<file path="src/rtl/dct_pkg.sv">
// dct_pkg: state encoding and default block geometry shared by the DCT controller files.
package dct_pkg;
    typedef enum logic [1:0] {IDLE = 2'd0, LOAD = 2'd1, COMP = 2'd2, DRAIN = 2'd3} state_t;
    localparam int N_SMP_DEF   = 8;
    localparam int N_STG_DEF   = 3;
    localparam int STG_CYC_DEF = 3;
endpackage

</file>
<file path="src/rtl/dct_phase_cnt.sv">
// dct_phase_cnt: mod-STG_CYC phase counter carrying into a mod-N_STG stage counter.
module dct_phase_cnt #(
    parameter int STG_CYC = 3,
    parameter int N_STG   = 3
) (
    input  logic       clk,
    input  logic       reset,
    input  logic       clr,
    input  logic       en,
    output logic [1:0] phase,
    output logic [1:0] stg,
    output logic       last
);
    logic wrap;
    assign wrap = phase == 2'(STG_CYC - 1);
    assign last = wrap && stg == 2'(N_STG - 1);
    // Both counters wrap to zero on the final cycle, so they read 0 outside COMP.
    always_ff @(negedge clk or negedge reset)
        if (!reset) begin
            phase <= '0;
            stg   <= '0;
        end else if (clr) begin
            phase <= '0;
            stg   <= '0;
        end else if (en) begin
            phase <= wrap ? '0 : phase + 2'd1;
            if (wrap) stg <= last ? '0 : stg + 2'd1;
        end
endmodule

</file>
<file path="src/rtl/dct_ctrl.sv">
// dct_ctrl: load/compute/drain sequencer for a block DCT datapath, state updates on falling clk.
// Define DCT_CTRL_STALL_CNT_EN to build the saturating output-backpressure counter.
module dct_ctrl
    import dct_pkg::*;
#(
    parameter int N_SMP   = N_SMP_DEF,
    parameter int N_STG   = N_STG_DEF,
    parameter int STG_CYC = STG_CYC_DEF
) (
    input  logic        clk,
    input  logic        reset,
    input  logic        flush,
    input  logic        in_valid,
    output logic        in_ready,
    output logic        ld_en,
    output logic [2:0]  ld_addr,
    output logic        stg_en,
    output logic [1:0]  stg_sel,
    output logic [1:0]  phase,
    output logic        out_valid,
    input  logic        out_ready,
    output logic [2:0]  out_addr,
    output logic        busy,
    output logic        done,
    output logic [15:0] stall_cnt
);
    state_t     state;
    logic [2:0] smp_cnt, out_cnt;
    logic       accept, hs, comp_last, last_smp, last_out;

    assign in_ready  = state == IDLE || state == LOAD;
    assign accept    = in_valid && in_ready && !flush;
    assign ld_en     = accept;
    assign ld_addr   = smp_cnt;
    assign stg_en    = state == COMP;
    assign out_valid = state == DRAIN;
    assign out_addr  = out_cnt;
    assign busy      = state != IDLE;
    assign hs        = out_valid && out_ready && !flush;
    assign last_smp  = smp_cnt == 3'(N_SMP - 1);
    assign last_out  = out_cnt == 3'(N_SMP - 1);

    dct_phase_cnt #(.STG_CYC(STG_CYC), .N_STG(N_STG)) u_phase (
        .clk   (clk),
        .reset (reset),
        .clr   (flush),
        .en    (stg_en),
        .phase (phase),
        .stg   (stg_sel),
        .last  (comp_last)
    );

    always_ff @(negedge clk or negedge reset)
        if (!reset) begin
            state   <= IDLE;
            smp_cnt <= '0;
            out_cnt <= '0;
            done    <= 1'b0;
        end else begin
            done <= hs && last_out;
            if (flush) begin
                state   <= IDLE;
                smp_cnt <= '0;
                out_cnt <= '0;
            end else begin
                if (accept) smp_cnt <= last_smp ? '0 : smp_cnt + 3'd1;
                if (hs) out_cnt <= last_out ? '0 : out_cnt + 3'd1;
                if (accept) state <= last_smp ? COMP : LOAD;
                else if (stg_en && comp_last) state <= DRAIN;
                else if (hs && last_out) state <= IDLE;
            end
        end

`ifdef DCT_CTRL_STALL_CNT_EN
    always_ff @(negedge clk or negedge reset)
        if (!reset) stall_cnt <= '0;
        else if (out_valid && !out_ready && stall_cnt != 16'hFFFF) stall_cnt <= stall_cnt + 16'd1;
`else
    assign stall_cnt = '0;
`endif
endmodule
</file>
<file path="config.mk">
export PLATFORM = sky130hd
export DESIGN_NAME = dct_ctrl
export DESIGN_NICKNAME = d
export VERILOG_FILES = /design/src/rtl/dct_pkg.sv /design/src/rtl/dct_phase_cnt.sv /design/src/rtl/dct_ctrl.sv
export SDC_FILE = /design/constraint.sdc
export NUM_CORES = 1
export LEC_CHECK = 0
export ABC_AREA = 1
export CAP_MARGIN = 20
export CORE_MARGIN = 5
export CORE_UTILIZATION = 41
export CTS_CLUSTER_DIAMETER = 40
export DETAILED_ROUTE_END_ITERATION = 8
export GPL_TIMING_DRIVEN = 0
export PLACE_DENSITY = 0.89
export SYNTH_ARGS = -nofsm -noshare
export SYNTH_HDL_FRONTEND = slang
export SYNTH_SLANG_ARGS = --single-unit
</file>
<file path="constraint.sdc">
create_clock -name clk -period 1.4 [get_ports clk]
set_clock_uncertainty 0.05 [all_clocks]
set_input_delay 0.28 -clock clk [delete_from_list [all_inputs] [get_ports clk]]
set_output_delay 0.28 -clock clk [all_outputs]
set_load 0.02 [all_outputs]
</file>
==> out/qor.csv <==
stage,metric,value,unit
outcome,outcome,finished with violations,
outcome,violations,negative setup slack,
routing,drc,0,
power_and_ir_drop,p_sw,367,uW
sta,final-max-slew-violation-count,0,
floorplanning,die_area,0.00303,mm^2
synth,synth.avg_cell_area,8.59,um^2
sta,setup_viol,21,
layout,syn2layout_area_growth,76.1,%
power_and_ir_drop,pwr-share-clk,23.8,%
synth,ys_seq_area_share,39.0,%
power_and_ir_drop,switching_share,34.3,%
critical_path,crit_buf_inv,3,
critical_path,r2r_slack,-0.02,ns
critical_path,startpoint_type,register,
clocking,clock_path_buffers,2,
placement,io_buffer_count,20,
clocking,postCtsHoldBufs,0,
sta,rsz0062_at_grt,yes,
synth,netlist_area,833,um^2
sta,hold_viol,0,
layout,seqCellArea,325,um^2
routing,firstDrtPassIters,5,
synth,yosys_warnings,0,
routing,routedWlPerCell,14.4,um
clocking,clock_sink_count,13,
critical_path,critical_path_depth,4,
power_and_ir_drop,combPwrFrac,35.2,%
critical_path,cp_top_family,flip-flops,
grt,antenna_found_initial,0,
critical_path,path_cells,"inv_4, nand3_4, inv_4, buf_6",
routing,vias,895,
clocking,path_clk_slew,0.06,ns
critical_path,end_kind,primary output,
critical_path,crit_end,ld_en,
routing,routed_wl,2660,um
sta,setup_slack,-0.744,ns
hold_path,hp-class,reg2reg,
sta,whs,0.528,ns
layout,diodes,0,
power_and_ir_drop,p_seq_share,40.9,%
synth,synth_cells,97,
critical_path,cp.arrival,1.81,ns
clocking,cts_tree,done,
layout,multi_input_area,489,um^2
grt,grt_max_degree,14,
grt,grt_use_total,17.6,%
floorplanning,dieHeight,55.1,um
placement,place_hpwl,1510,um
floorplanning,rows,16,
grt,grt_pass1_vias,800,
critical_path,cp_common_cell,inv_4,
placement,postPlaceCellArea,0.00118,mm^2
power_and_ir_drop,irDropWorstVdd,0.449,mV
clocking,clock_latency,0.30,ns
routing,drtIter0Drc,26,
clocking,cts_buffers,3,
floorplanning,initial_utilization,42.9,%
critical_path,worstRegToRegCells,7,
critical_path,max_stage_delay,0.48,ns
clocking,htreeDepth,1,
power_and_ir_drop,power_per_cell_area,727,mW/mm^2
grt,grt_first_pass_wirelength,3660,um
clocking,root_buffer,clkbuf_4,
layout,nFillCells,109,
critical_path,worstPathMaxFanout,6,
placement,place_congestion,0.829,
floorplanning,die_x,55.1,um
routing,viasPerCell,4.84,
sta,worst_slew_pin_slew,0.587,ns
critical_path,cp-startpoint,state[1],
synth,synth_cell_types,22,
layout,num-nets-final,168,
critical_path,crit_slowest_cell,dfrtn_1,
layout,design_area,0.00147,mm^2
floorplanning,core_area,0.00194,mm^2
power_and_ir_drop,p_int,701,uW
critical_path,worst-setup-path-type,reg2out,
critical_path,worstReg2RegStart,ld_addr[0],
floorplanning,top_level_ports,37,
job,drv_cap,0,
sta,relSlewSlack,60.9,%
critical_path,worstReg2RegEnd,state[1],
layout,drive_gt1_share,55.1,%
synth,ys_ff_latch,13,
grt,overflow,0,
power_and_ir_drop,p_leak,0.000794,uW
critical_path,required,1.07,ns
routing,ant_nets,0,
kinds of logic (layout without fill, tap and decap cells):
group                      after synthesis  count (layout)  synth area share, %
AOI/OAI and AO/OA                       11              11                 9.61
adders and majority gates                4               4                 6.01
buffers and inverters                   29              75                 20.7
DFF                                     13              13                 39.0
other                                    1              16                0.450
and+or+nand+nor                         39              39                 24.2
layout by cell type (no fill, tap or decap), drive strengths merged:
| master | instances |
|---|---|
| or2 | 1 |
| nor2 | 11 |
| inv | 12 |
| a22o | 2 |
| clkbuf | 5 |
| ha | 4 |
| conb | 16 |
| buf | 57 |
| o31ai | 1 |
| dlygate4sd2 | 1 |
| nand2 | 14 |
| o21ai | 5 |
| dfrtn | 13 |
| nand4 | 5 |
| a21oi | 3 |
| nand3 | 8 |
Yosys cell counts:
cell | count | area (um^2)
buf_4 | 17 | 128
dfrtn_1 | 13 | 325
nand2_1 | 11 | 41.3
inv_1 | 9 | 33.8
nor2_1 | 8 | 30.0
nand3_1 | 6 | 30.0
nand4_1 | 5 | 31.3
ha_1 | 4 | 50.1
inv_2 | 3 | 11.3
nand2_2 | 3 | 18.8
o21ai_0 | 3 | 15.0
a21oi_1 | 2 | 10.0
a22o_1 | 2 | 17.5
nand3_2 | 2 | 20.0
nor2_2 | 2 | 12.5
a21oi_4 | 1 | 16.3
conb_1 | 1 | 3.75
nor2_4 | 1 | 11.3
o21ai_1 | 1 | 5.00
o21ai_2 | 1 | 8.76
o31ai_1 | 1 | 7.51
or2_2 | 1 | 6.26
area by class of cell:
cell class                      instances  area share [%]
Timing Repair Buffer                   42            26.9
Sequential cell                        13            22.2
Tap cell                               27            2.30
Buffer                                 17            9.21
Multi-Input combinational cell         70            33.3
Inverter                               12            4.26
Clock buffer                            4            1.79
worst min path at each step:
stage	to	cells after the start	slack, ns	start
CTS	state[0]	2	0.49	state[0]
floorplan	ld_addr[0]	1	0.45	ld_addr[0]
detailed placement	ld_addr[0]	1	0.42	ld_addr[0]
global placement	ld_addr[0]	1	0.38	ld_addr[0]
finish	ld_addr[0]	2	0.53	ld_addr[0]
global route	ld_addr[0]	2	0.57	ld_addr[0]
registers in the layout (all words and copies together), names as in the netlist:
signal         flops
done               1
ld_addr            3
u_phase.stg        2
u_phase.phase      2
state              2
out_addr           3
tightest hold or removal path, stage by stage (launching register included):
cell	delay [ns]
dfrtn_1	0.37
buf_4	0.15
a21oi_1	0.13
power by group through the flow:
stage	clock, uW	combinational [uW]	sequential (uW)
detailed placement	0	285	448
finish	254	376	437
global placement	0	278	445
global route	278	406	440
CTS	251	354	434
floorplan	0	150	474
per-stage QoR:
stage,utilization (%),setup slack (ns),power [uW],setup TNS [ns],instances
after floorplan,-,-0.366,623,-4.06,112
after global placement,60.8,-0.931,723,-27.85,159
after detailed placement,60.8,-0.981,733,-28.25,159
after CTS,72.3,-0.728,1040,-8.77,180
after global routing,75.6,-0.801,1120,-9.97,185
final,75.6,-0.744,1070,-9.28,185
what timing repair did:
action,4_1_cts,5_1_grt
pin swaps,11,9
hold endpoints to repair,0,0
resized for setup,122,9
setup endpoints to repair,42,26
buffers inserted,17,8
routing by layer:
metal,vias to the layer above,track usage (%),part of all wire [%]
li1,406,-,-
met1,411,19.1,39
met2,63,31.9,50
met3,15,2.95,7.9
met4,0,10.1,3.3
met5,-,0,0
Note: power is estimated with default switching activity, not from simulation.
